$ cat config.mk
export PLATFORM = sky130hd
export DESIGN_NAME = tour_cmd_seq
export DESIGN_NICKNAME = d
export VERILOG_FILES = /design/src/rtl/tour_cmd_seq.sv
export SDC_FILE = /design/constraint.sdc
export NUM_CORES = 1
export LEC_CHECK = 0
export BUFFER_PORTS_ARGS = -buffer_cell sky130_fd_sc_hd__buf_2
export CORE_MARGIN = 3
export CORE_UTILIZATION = 43
export DETAILED_ROUTE_END_ITERATION = 8
export GPL_ROUTABILITY_DRIVEN = 0
export PLACE_DENSITY = 0.83
export SLEW_MARGIN = 5
export SYNTH_ARGS = -nofsm -noshare
export SYNTH_HDL_FRONTEND = slang
export SYNTH_SLANG_ARGS = --single-unit
$ cat constraint.sdc
create_clock -name clk -period 2.18 [get_ports clk]
set_input_delay 0.109 -clock clk [delete_from_list [all_inputs] [get_ports clk]]
set_output_delay 0.109 -clock clk [all_outputs]
set_load 0.005 [all_outputs]
$ cat src/rtl/tour_cmd_seq.sv
// Tour command sequencer: replays one-hot knight moves from TourLogic as two single-axis
// cmd_proc commands each, and passes UART commands through while idle.
module tour_cmd_seq #(
    parameter int          NUM_MOVES = 24,
    parameter int          IDX_W     = 5,
    parameter logic [7:0]  HDG_N     = 8'h00,
    parameter logic [7:0]  HDG_S     = 8'h7F,
    parameter logic [7:0]  HDG_E     = 8'hBF,
    parameter logic [7:0]  HDG_W     = 8'h3F,
    parameter logic [7:0]  RESP_DONE = 8'hA5,
    parameter logic [7:0]  RESP_BUSY = 8'h5A
) (
    input  logic             clk,
    input  logic             rst,
    input  logic             start_tour,
    input  logic             vert_first,
    input  logic             abort,
    input  logic [7:0]       move,
    output logic [IDX_W-1:0] mv_indx,
    input  logic [15:0]      cmd_UART,
    input  logic             cmd_rdy_UART,
    output logic [15:0]      cmd,
    output logic             cmd_rdy,
    input  logic             clr_cmd_rdy,
    input  logic             send_resp,
    output logic [7:0]       resp,
    output logic             tour_busy,
    output logic             tour_done,
    output logic             move_err
);

    generate
        if ((2 ** IDX_W) < NUM_MOVES) begin : g_idx_width_check
            $error("tour_cmd_seq: IDX_W too small for NUM_MOVES");
        end
    endgenerate

    localparam logic [IDX_W-1:0] LAST_IDX = IDX_W'(NUM_MOVES - 1);

    typedef enum logic [2:0] {IDLE, LOAD, LEG1, WAIT1, LEG2, WAIT2} state_t;

    state_t      state;
    state_t      state_nxt;
    logic [7:0]  move_q;
    logic        order_q;
    logic        last_move;
    logic        move_ok;
    logic        abort_now;
    logic        vert_up;
    logic        horz_east;
    logic [3:0]  vert_cnt;
    logic [3:0]  horz_cnt;
    logic [15:0] vert_cmd;
    logic [15:0] horz_cmd;
    logic [15:0] leg1_cmd;
    logic [15:0] leg2_cmd;

    assign last_move = (mv_indx == LAST_IDX);
    assign move_ok   = (move != 8'd0) && ((move & (move - 8'd1)) == 8'd0);
    assign abort_now = abort && (state != IDLE);
    assign tour_busy = (state != IDLE);

    // Knight move table: direction and magnitude of each axis for every one-hot bit
    always_comb begin
        vert_up   = 1'b0;
        horz_east = 1'b0;
        vert_cnt  = 4'd0;
        horz_cnt  = 4'd0;
        case (move_q)
            8'h01: begin vert_up = 1'b1; vert_cnt = 4'd2; horz_east = 1'b0; horz_cnt = 4'd1; end
            8'h02: begin vert_up = 1'b1; vert_cnt = 4'd2; horz_east = 1'b1; horz_cnt = 4'd1; end
            8'h04: begin vert_up = 1'b1; vert_cnt = 4'd1; horz_east = 1'b0; horz_cnt = 4'd2; end
            8'h08: begin vert_up = 1'b0; vert_cnt = 4'd1; horz_east = 1'b0; horz_cnt = 4'd2; end
            8'h10: begin vert_up = 1'b0; vert_cnt = 4'd2; horz_east = 1'b0; horz_cnt = 4'd1; end
            8'h20: begin vert_up = 1'b0; vert_cnt = 4'd2; horz_east = 1'b1; horz_cnt = 4'd1; end
            8'h40: begin vert_up = 1'b0; vert_cnt = 4'd1; horz_east = 1'b1; horz_cnt = 4'd2; end
            8'h80: begin vert_up = 1'b1; vert_cnt = 4'd1; horz_east = 1'b1; horz_cnt = 4'd2; end
            default: ;
        endcase
    end

    assign vert_cmd = {4'b0010, (vert_up ? HDG_N : HDG_S), vert_cnt};
    assign horz_cmd = {4'b0011, (horz_east ? HDG_E : HDG_W), horz_cnt};
    assign leg1_cmd = order_q ? vert_cmd : horz_cmd;
    assign leg2_cmd = order_q ? horz_cmd : vert_cmd;

    always_ff @(posedge clk) begin
        if (rst) begin
            state <= IDLE;
        end else begin
            state <= state_nxt;
        end
    end

    always_comb begin
        state_nxt = state;
        cmd       = leg1_cmd;
        cmd_rdy   = 1'b0;
        resp      = RESP_BUSY;
        case (state)
            IDLE: begin
                cmd     = cmd_UART;
                cmd_rdy = cmd_rdy_UART;
                resp    = RESP_DONE;
                if (start_tour) state_nxt = LOAD;
            end
            LOAD: begin
                state_nxt = move_ok ? LEG1 : IDLE;
            end
            LEG1: begin
                cmd_rdy = 1'b1;
                if (clr_cmd_rdy) state_nxt = WAIT1;
            end
            WAIT1: begin
                if (send_resp) state_nxt = LEG2;
            end
            LEG2: begin
                cmd     = leg2_cmd;
                cmd_rdy = 1'b1;
                if (clr_cmd_rdy) state_nxt = WAIT2;
            end
            WAIT2: begin
                cmd = leg2_cmd;
                if (last_move) resp = RESP_DONE;
                if (send_resp) state_nxt = last_move ? IDLE : LOAD;
            end
            default: state_nxt = IDLE;
        endcase
        if (abort_now) state_nxt = IDLE;
    end

    // Abort suppresses every datapath update, so mv_indx is frozen and no pulse fires
    always_ff @(posedge clk) begin
        if (rst) begin
            mv_indx   <= '0;
            move_q    <= 8'd0;
            order_q   <= 1'b0;
            tour_done <= 1'b0;
            move_err  <= 1'b0;
        end else begin
            tour_done <= 1'b0;
            move_err  <= 1'b0;
            if (!abort_now) begin
                case (state)
                    IDLE: begin
                        if (start_tour) begin
                            mv_indx <= '0;
                            order_q <= vert_first;
                        end
                    end
                    LOAD: begin
                        move_q <= move;
                        if (!move_ok) move_err <= 1'b1;
                    end
                    WAIT2: begin
                        if (send_resp) begin
                            if (last_move) tour_done <= 1'b1;
                            else           mv_indx   <= mv_indx + IDX_W'(1);
                        end
                    end
                    default: ;
                endcase
            end
        end
    end

endmodule

# --- Yosys cells after proc, flatten, opt, wreduce, memory -nomap -nowiden ---
# Index checks and enable logic that the tools add are counted.
totals:
  out_inout_bits: 33
  in_bits: 32
  ram_bits: 0
  mem_count: 0
  mem_bits_ro: 0
  wordCells: 79
  ff_bits: 19
  latchBits: 0
op_classes:
  reduce_logical: 20
  n_lt_le_gt_ge: 0
  add_sub_neg: 2
  shifts: 0
  eq_ne: 20
  div_mod_pow: 0
  bitwise_logic: 5
  mux: 26
  mul: 0
op_table:
  columns: ["operator", "n"]
  rows:
  - ["one-hot mux 16 bit (2 select lines)", 1]
  - ["2-to-1 mux 13 bit", 2]
  - ["OR reduction 4 bit", 5]
  - ["one-hot mux 3 bit (6 select lines)", 1]
  - ["2-to-1 mux 8 bit", 2]
  - ["one-hot mux 8 bit (2 select lines)", 1]
  - ["2-to-1 mux 3 bit", 5]
  - ["2-to-1 mux 5 bit", 3]
  - ["!= test 2 bit, second input constant", 6]
  - ["one-hot mux 5 bit (2 select lines)", 1]
  - ["AND reduction 5 bit", 2]
  - ["AND 8 bit", 1]
  - ["== test 8 x 1 -> 1 bit, second input constant", 1]
  - ["== test 8 x 2 -> 1 bit, second input constant", 1]
  - ["== test 8 x 3 -> 1 bit, second input constant", 1]
  - ["== test 8 x 4 -> 1 bit, second input constant", 1]
  - ["== test 8 x 5 -> 1 bit, second input constant", 1]
  - ["== test 8 x 6 -> 1 bit, second input constant", 1]
  - ["== test 8 x 7 -> 1 bit, second input constant", 1]
  - ["== test 8 bit, second input constant", 1]
  - ["zero test 8 bit", 1]
  - ["one-hot mux 2 bit (2 select lines)", 2]
  - ["nonzero test 8 bit", 1]
  - ["subtractor 8 x 1 -> 8 bit, second input constant", 1]
  - ["18 further kinds", 30]

# --- Longest topological paths before layout ---
# Gate-level depths: netlist of the first run.
depth:
  word_depth: 6
  ltp_mapped: 6
  depth_no_buf: 6

# --- Least setup slack after synthesis of the first run ---
# No wires, ideal clock.
synth_timing:
  path_type: "register -> output"
  from: "register move_q[3]"
  to: "output cmd[4]"
  required_time_ns: 2.071
  n_path_buf: 1
  setup_slack_ns: 0.653
  t_arrival_ns: 1.418
  stages_incl_launch_ff: 6
  cell_sequence: "dfxtp_1 -> clkbuf_1 -> or4_1 -> o21ai_1 -> o21bai_2 -> a21o_1"
synth_between:
  elab_chain_cells: 6
  word_cells_on_any_way: 10
  classes_between: "4 x eq/ne; 5 x mux; 1 x reduce/logical"
synth_rtl:
  columns: ["element", "line_no", "source"]
  rows:
  - ["from (decl)", "44", "logic [7:0] move_q;"]
  - ["from (signal assigned)", "152", "move_q <= move;"]
  - ["== test 8 bit (tied with other cells)", "69", "case (move_q)"]
  - ["OR reduction 4 bit (no source line) (*)", null, null]
  - ["2-to-1 mux 1 bit (*)", "69", null]
  - ["2-to-1 mux 7 bit (*)", "82", "assign vert_cmd = {4'b0010, (vert_up ? HDG_N : HDG_S), vert_cnt};"]
  - ["2-to-1 mux 13 bit, on equally long branches", "84, 85", null]
  - ["one-hot mux 16 bit (2 select lines) (*)", "100", "case (state)"]
  - ["to (decl)", "22", "output logic [15:0] cmd,"]
# Mark *: on every way between the ends. The rest lies on a longest branch, timed or not.

# --- Worst setup path after layout of the first run ---
layout_timing:
  from: "register move_q[3]"
  to: "output cmd[9]"
# The elaborated chain is that of the path after synthesis.

==> results of run 1 <==
==> worst paths after layout <==
check | startpoint | to | slack [ps]
worst max-delay path | move_q[3]$_SDFFE_PP0P_ | cmd[9] | 170
worst min-delay path | vert_first | order_q$_SDFFE_PP0P_ | 60
worst max register to register | state[0]$_SDFFE_PP0P_ | move_q[5]$_SDFFE_PP0P_ | 500
worst min register to register | mv_indx[2]$_SDFFE_PP0P_ | mv_indx[2]$_SDFFE_PP0P_ | 520
==> power by group through the flow <==
| stage | combinational [uW] | sequential, uW | clock [uW] |
|---|---|---|---|
| after floorplan | 134 | 370 | 0 |
| after global placement | 209 | 376 | 0 |
| after detailed placement | 212 | 377 | 0 |
| after CTS | 214 | 369 | 182 |
| after global routing | 239 | 372 | 201 |
| final | 215 | 370 | 176 |
==> per-stage QoR <==
step / area [um2] / util (%) / power (uW)
after CTS: 1780 / 56.8 / 764
after floorplan: 1450 / - / 504
after global routing: 1790 / 57.2 / 812
final: 1790 / 57.2 / 761
after global placement: 1750 / 56.0 / 586
after detailed placement: 1750 / 56.0 / 589
==> layout make-up <==
cell class	instances	area, um2
repair buffers	68	350
clock buffers	4	26.3
multi-input cells	158	967
inverters	3	11.3
fillers	304	1340
flip-flops and latches	19	380
well taps	44	55.1
==> state kept, by name (all words and copies together), names as in the netlist <==
register / flops
move_q: 8
mv_indx: 5
state: 3
move_err: 1
order_q: 1
tour_done: 1
==> critical path, cell delays in order, from the launching register on <==
cell and delay [ps]:
dfxtp_1 400, or4_1 530, o21ai_1 250, o21bai_2 140, a21o_1 170, buf_2 120
==> Yosys cell counts (all sizes together) (6+ instances only) <==
| master | number |
|---|---|
| dfxtp | 19 |
| nor2 | 20 |
| o21ai | 8 |
| nor2b | 6 |
| buf | 12 |
| nand2 | 27 |
| a21oi | 21 |
| a21o | 9 |
| clkbuf | 6 |
==> metal layers <==
metal	vias up	routed length (um)	global-route usage, %
li1	814	-	-
met1	736	1630	22.0
met2	57	1750	28.4
met3	6	255	2.64
met4	0	55	7.28
met5	-	0	0
==> cell usage in the layout, fill, tap and decap left out, types with 4 or more instances in the layout <==
master,Yosys,final
and2_1,5,5
nand3_1,5,5
a211oi_1,5,5
nand2_1,27,27
nor2_1,20,20
buf_4,7,4
o21ai_0,7,7
a21o_1,9,9
a21oi_1,20,20
buf_2,5,64
dfxtp_1,19,19
nand4b_1,5,5
nor2b_1,6,6
==> cells by family (layout without fill, tap and decap cells) <==
kind of cell	Yosys count	count (layout)
flops	19	19
fa+ha+maj	1	1
xor+xnor	4	4
compound gates	58	58
buf+inv	21	75
mux	3	3
simple gates	92	92
==> what timing repair did <==
item / in CTS / in global routing
endpoints found under the hold margin: 0 / 0
resized for setup: 0 / 2
endpoints found under the setup margin: 0 / 4
==> metrics.txt, run 1 <==
largest net degree at the start of global routing 20; number of H-tree levels 1; status finished clean; Peak VDD IR 0.210 mV; f_max 0.497 GHz; post-synthesis mux area share 2.16%; clock tree root driver cell clkbuf_4; Top FF cell, synth dfxtp_1; crit path time final 2010 ps; Longest Clk Path Bufs 2; yosys warns 0; Hold Path Stages 3; CTS tree yes; Total Wirelength 3.69 mm; pre-CTS WS 507 ps; ANT nets after route 0; Total GRT Usage 17.2%; Congestion Overflow GR 0; Syn Nets 231; Synth top area share 26.3%; WP data arrival 1900 ps; hold buffer count at cts 0; Clock Latency Late Sink 300 ps; top post-synthesis cells by area dfxtp_1, nand2_1, a21oi_1; Pwr per Cell Area 425 nW/um2; initial antenna violation count 0; Mapped Cells 198; dpl hpwl 2.79 mm; Syn Area/Cell 7.30 um2; worst setup slack after layout 169 ps; combinational share of power 28.2%; period utilisation layout 92.2%; CP Data Required Time 2070 ps; number of diodes 0; Post-synth ARST share 0%; Initial Util 46.2%; register bit count reported by yosys 19; global-route wire length before repair 5.84 mm; chip height 64.0 um; clock buffer count from CTS 3; DR iter-0 viols 49; Max Cap Viol 0; Final Hold Slack 64.2 ps; Slew @ Worst Pin 691 ps; Seq/Total Area, Yosys 26.3%; Seq pwr share 48.7%; Switch Pwr 228 uW; total die area 4100 um2; Via-to-Cell Ratio 5.45; DRT Pass-1 Iters 4; xor/xnor share of the synthesized area 2.42%; final net count 286; setup tns final 0 ps; Synth Area in Compound Gates 26.5%; Slew HR 53.5%; Post-Synth Adder-Cell Area 0.865%; post-CTS setup buffers 0; share of cells above drive strength 1 31.3%; core outline area 3130 um2; synth unique cells 44; Die W 64.0 um; WL per Instance 12.5 um; dpl cells 292; vias in the first global route 1311; Area Overhead vs Synth 23.8%; DR vias 1613; worst-path maximum fanout 7; IO Pins 65; WS Path Type reg2out; clk sink count 19; Synth area leader dfxtp_1; RSZ-0062 raised after global routing no; row count 20; Synth Cell Area 1450 um2; non-filler instance count after layout 296; CTS clk-pin slew, worst paths 110 ps; Pint 533 uW; R2R cell count 5; largest family of logic cells by synthesized area simple AND/OR/NAND/NOR gates; Final Max Tran Viols 0; # DRC 0; CP endpoint kind primary output; clock share of power 23.1%; critical path startpoint category register; clock skew 8.50 ps; Lkg Pwr 0.000848 uW; Port Buffer Count 64; min-delay worst type in2reg; final hold violation count 0; Setup-failing EPs final 0; number of synthesized flops with an enable pin 0; switch share 30.0%; Simple-Gate Fraction of Synth Area 34.1%
Note: power is estimated with default switching activity, not from simulation.
==> inputs of run 2 (changes only) <==
--- a/config.mk
+++ b/config.mk
@@ -10,6 +10,7 @@
 export CORE_UTILIZATION = 43
 export DETAILED_ROUTE_END_ITERATION = 8
 export GPL_ROUTABILITY_DRIVEN = 0
+export MAX_ROUTING_LAYER = met4
 export PLACE_DENSITY = 0.83
 export SLEW_MARGIN = 5
 export SYNTH_ARGS = -nofsm -noshare
==> metrics.txt, run 2 (synthesis results as in run 1) <==
global-route wire length before repair 5.83 mm (was 5.84 mm); Pwr per Cell Area 425 nW/um2 (about the same); worst-path maximum fanout 7 (unchanged); Via-to-Cell Ratio 5.46 (was 5.45); WS Path Type reg2out (unchanged); DR vias 1616 (was 1613); Final Hold Slack 64.2 ps (about the same); most frequent cells in the layout buf_2, nand2_1, nor2_1, a21oi_1, dfxtp_1 (unchanged); dpl hpwl 2.79 mm (unchanged); clock buffer count from CTS 3 (unchanged); fin util 57.2% (unchanged); Slew HR 53.5% (unchanged); vias in the first global route 1312 (was 1311); Clock Latency Late Sink 300 ps (about the same); Congestion Overflow GR 0 (unchanged); # DRC 0 (unchanged); number of H-tree levels 1 (unchanged); critical path startpoint category register (unchanged); Initial Util 46.2% (unchanged); Die W 64.0 um (unchanged); WP data arrival 1900 ps (about the same); setup tns final 0 ps (unchanged); DRT Pass-1 Iters 4 (unchanged); min-delay worst type in2reg (unchanged); RSZ-0062 raised after global routing no (unchanged); IO Pins 65 (unchanged); Setup-failing EPs final 0 (unchanged); total die area 4100 um2 (unchanged); final hold violation count 0 (unchanged); Lkg Pwr 0.000848 uW (unchanged); core outline area 3130 um2 (unchanged); Total GRT Usage 17.6% (was 17.2%); hold buffer count at cts 0 (unchanged); clock skew 8.50 ps (about the same); CP endpoint kind primary output (unchanged); crit path time final 2010 ps (about the same); Max Cap Viol 0 (unchanged); commonest non-fill, non-tap cell in the layout buf_2 (unchanged); share of cells above drive strength 1 31.3% (unchanged); CTS clk-pin slew, worst paths 110 ps (about the same); Slew @ Worst Pin 691 ps (about the same); final net count 286 (unchanged); chip height 64.0 um (unchanged); Top reg by flops move_q (unchanged); clk sink count 19 (unchanged); worst setup slack after layout 168 ps (was 169 ps); status finished clean (unchanged); Longest Clk Path Bufs 2 (unchanged); initial antenna violation count 0 (unchanged); WL per Instance 12.5 um (about the same); Port Buffer Count 64 (unchanged); row count 20 (unchanged); CP Data Required Time 2070 ps (about the same); ANT nets after route 0 (unchanged); DR iter-0 viols 49 (unchanged); period utilisation layout 92.3% (was 92.2%); number of diodes 0 (unchanged); Peak VDD IR 0.210 mV (about the same); total chip power 761 uW (about the same); CTS tree yes (unchanged); clock tree root driver cell clkbuf_4 (unchanged); Area Overhead vs Synth 23.8% (unchanged); f_max 0.497 GHz (about the same); Largest regs move_q x8, mv_indx x5, state x3 (unchanged); largest net degree at the start of global routing 20 (unchanged); number of flip-flops under the largest register name 8 (unchanged); pre-CTS WS 507 ps (unchanged); Total Wirelength 3.70 mm (was 3.69 mm); Final Max Tran Viols 0 (unchanged)
## run 2: cell counts in the layout (fill, tap and decap cells not counted)
No cell type changed its count.
## run 2: area by class of cell
type | instances | area (um2)
Fill cell | 304 | 1340
Multi-Input combinational cell | 158 | 967
Sequential cell | 19 | 380
Timing Repair Buffer | 68 | 350
Tap cell | 44 | 55.1
Clock buffer | 4 | 26.3
Inverter | 3 | 11.3
## run 2: report_power, final
group / internal, uW / switching, uW / leakage (uW)
logic: 107 / 108 / 0.000679
clock network: 71.2 / 104 / 0.0000150
registers: 355 / 15.6 / 0.000154
## run 2: what timing repair did
item | in CTS | in global routing
setup endpoints to repair | 0 | 4
resized for setup | 0 | 2
setup buffers | 0 | 0
## run 2: through the flow
step	std cells	cell area [um2]
CTS	296	1780
floorplan	198	1450
detailed placement	292	1750
global route	296	1790
finish	296	1790
global placement	292	1750
## run 2: critical path, cell delays in order (launching register included)
cell      delay, ps
dfxtp_1         400
or4_1           530
o21ai_1         250
o21bai_2        140
a21o_1          170
buf_2           120
## run 2: metal layers
metal	wire length, um	vias up	GRT usage (%)
met3	255	6	2.46
li1	-	814	-
met1	1630	739	22.1
met2	1750	57	28.4
met5	0	-	-
met4	55	0	7.28
## run 2: final timing paths
check / start / end / slack, ps / depth (start not counted)
worst min-delay path: vert_first / order_q$_SDFFE_PP0P_ / 60 / 3
worst min register to register: mv_indx[2]$_SDFFE_PP0P_ / mv_indx[2]$_SDFFE_PP0P_ / 520 / 1
worst max-delay path: move_q[3]$_SDFFE_PP0P_ / cmd[9] / 170 / 5
worst max register to register: state[0]$_SDFFE_PP0P_ / move_q[5]$_SDFFE_PP0P_ / 500 / 5
==> inputs of run 3 (changes only) <==
==> constraint.sdc (replaced) <==
create_clock -name clk -period 2.18 [get_ports clk]
set_input_delay 0.109 -clock clk [delete_from_list [all_inputs] [get_ports clk]]
set_output_delay 0.109 -clock clk [all_outputs]
set_load 0.1 [all_outputs]
==> metrics.txt, run 3 (synthesis results as in run 1) <==
status finished clean (unchanged); DRT Pass-1 Iters 4 (unchanged); final hold violation count 0 (unchanged); crit path buf inv count 1 (unchanged); cell breakdown of the critical path or4_1, o21ai_2, o21bai_2, a21o_1, buf_4 (was or4_1, o21ai_1, o21bai_2, a21o_1, buf_2); Slew @ Worst Pin 662 ps (was 691 ps); # DRC 0 (unchanged); number of diodes 0 (unchanged); critical path startpoint category register (unchanged); commonest non-fill, non-tap cell in the layout buf_2 (unchanged); Peak VDD IR 0.185 mV (was 0.210 mV); Lkg Pwr 0.000954 uW (was 0.000848 uW); vias in the first global route 1539 (was 1312); chip height 64.0 um (unchanged); dpl cells 295 (was 292); WS Path Type reg2out (unchanged); Clock Latency Late Sink 300 ps (about the same); Total Wirelength 3.99 mm (was 3.70 mm); clock buffer count from CTS 3 (unchanged); number of H-tree levels 1 (unchanged); global-route wire length before repair 6.55 mm (was 5.83 mm); Port Buffer Count 64 (unchanged); Final Max Tran Viols 0 (unchanged); DR iter-0 viols 53 (was 49); Area Overhead vs Synth 44.2% (was 23.8%); clock skew 10.5 ps (was 8.50 ps); largest net degree at the start of global routing 20 (unchanged); clk sink count 19 (unchanged); RSZ-0062 raised after global routing no (unchanged); WP data arrival 1970 ps (was 1900 ps); post-CTS setup buffers 0 (unchanged); worst-path maximum fanout 6 (was 7); dpl hpwl 3.09 mm (was 2.79 mm); setup tns final 0 ps (unchanged); clock tree root driver cell clkbuf_4 (unchanged); final net count 289 (was 286); initial antenna violation count 0 (unchanged); total chip power 1190 uW (was 761 uW); ANT nets after route 0 (unchanged); Initial Util 46.2% (unchanged); Top reg by flops move_q (unchanged); Longest Clk Path Bufs 2 (unchanged); min-delay worst type in2reg (unchanged); Congestion Overflow GR 0 (unchanged); Die W 64.0 um (unchanged); Top delay family on crit path simple AND/OR/NAND/NOR gates (was compound AO/OA/AOI/OAI gates); WL per Instance 13.3 um (was 12.5 um); number of flip-flops under the largest register name 8 (unchanged); period utilisation layout 95.5% (was 92.3%); Setup-failing EPs final 0 (unchanged); Slew HR 55.4% (was 53.5%); critical path's largest stage delay 550 ps (was 530 ps); CP Data Required Time 2070 ps (about the same); share of cells above drive strength 1 38.0% (was 31.3%); DR vias 1665 (was 1616); FILL cells 252 (was 304); Via-to-Cell Ratio 5.57 (was 5.46); # resized after CTS 6 (was 0); Max stage delay cell, worst path or4_1 (unchanged); f_max 0.481 GHz (was 0.497 GHz); Largest regs move_q x8, mv_indx x5, state x3 (unchanged); Total GRT Usage 19.8% (was 17.6%); hold buffer count at cts 0 (unchanged); Pwr per Cell Area 569 nW/um2 (was 425 nW/um2); IO Pins 65 (unchanged); crit path time final 2080 ps (was 2010 ps); CTS tree yes (unchanged); worst reg-to-reg setup slack 500 ps (about the same); Final Hold Slack 68.9 ps (was 64.2 ps); Max Cap Viol 0 (unchanged); core outline area 3130 um2 (unchanged); CTS clk-pin slew, worst paths 110 ps (about the same); row count 20 (unchanged); total die area 4100 um2 (unchanged); most frequent cells in the layout buf_2, nand2_1, a21oi_1 (was buf_2, nand2_1, nor2_1, a21oi_1, dfxtp_1); CP endpoint kind primary output (unchanged); non-filler instance count after layout 299 (was 296)
[run 3: cell count changes in the layout (fill, tap and decap cells not counted), moves of 2 or more]
cell     before  now
buf_2        64   45
dfxtp_1      19   10
buf_12        0   13
buf_4         4   13
dfxtp_2       0    6
nor2_1       20   18
dfxtp_4       0    3
[run 3: where the power goes]
part	switching, uW	internal, uW	total [uW]
combinational	458	186	644
sequential	13.8	351	365
clock	106	71.2	177
[run 3: per-layer routing]
metal | up-vias | track usage (%) | wire [um]
li1 | 822 | - | -
met1 | 761 | 22.0 | 1660
met2 | 74 | 35.6 | 1960
met3 | 8 | 3.34 | 307
met4 | 0 | 6.47 | 52
met5 | - | - | 0
[run 3: through the flow]
stage | utilization, % | instance area [um2] | worst slack, ps
5_1_grt | 66.7 | 2090 | 8.18
4_1_cts | 65.7 | 2060 | 35.8
3_3_place_gp | 64.4 | 2010 | 366
6_report | 66.7 | 2090 | 98.8
3_5_place_dp | 64.4 | 2010 | 348
2_1_floorplan | - | 1510 | -581
[run 3: worst paths after layout]
kind / endpoint / depth (start not counted) / from
worst max-delay path: cmd[9] / 5 / move_q[4]$_SDFFE_PP0P_
worst min-delay path: order_q$_SDFFE_PP0P_ / 3 / vert_first
worst max register to register: mv_indx[2]$_SDFFE_PP0P_ / 7 / state[0]$_SDFFE_PP0P_
worst min register to register: mv_indx[2]$_SDFFE_PP0P_ / 1 / mv_indx[2]$_SDFFE_PP0P_
[run 3: worst min-delay path, stage by stage]
cell and delay [ps]:
buf_2 100, nand3_1 60, a21oi_1 60
[run 3: area by class of cell]
cell class | instances | area (um2) | share of cell area [%]
Inverter | 3 | 15.0 | 0.720
Sequential cell | 19 | 399 | 19.1
Tap cell | 44 | 55.1 | 2.64
Clock buffer | 4 | 26.3 | 1.26
Timing Repair Buffer | 71 | 583 | 28.0
Multi-Input combinational cell | 158 | 1010 | 48.3
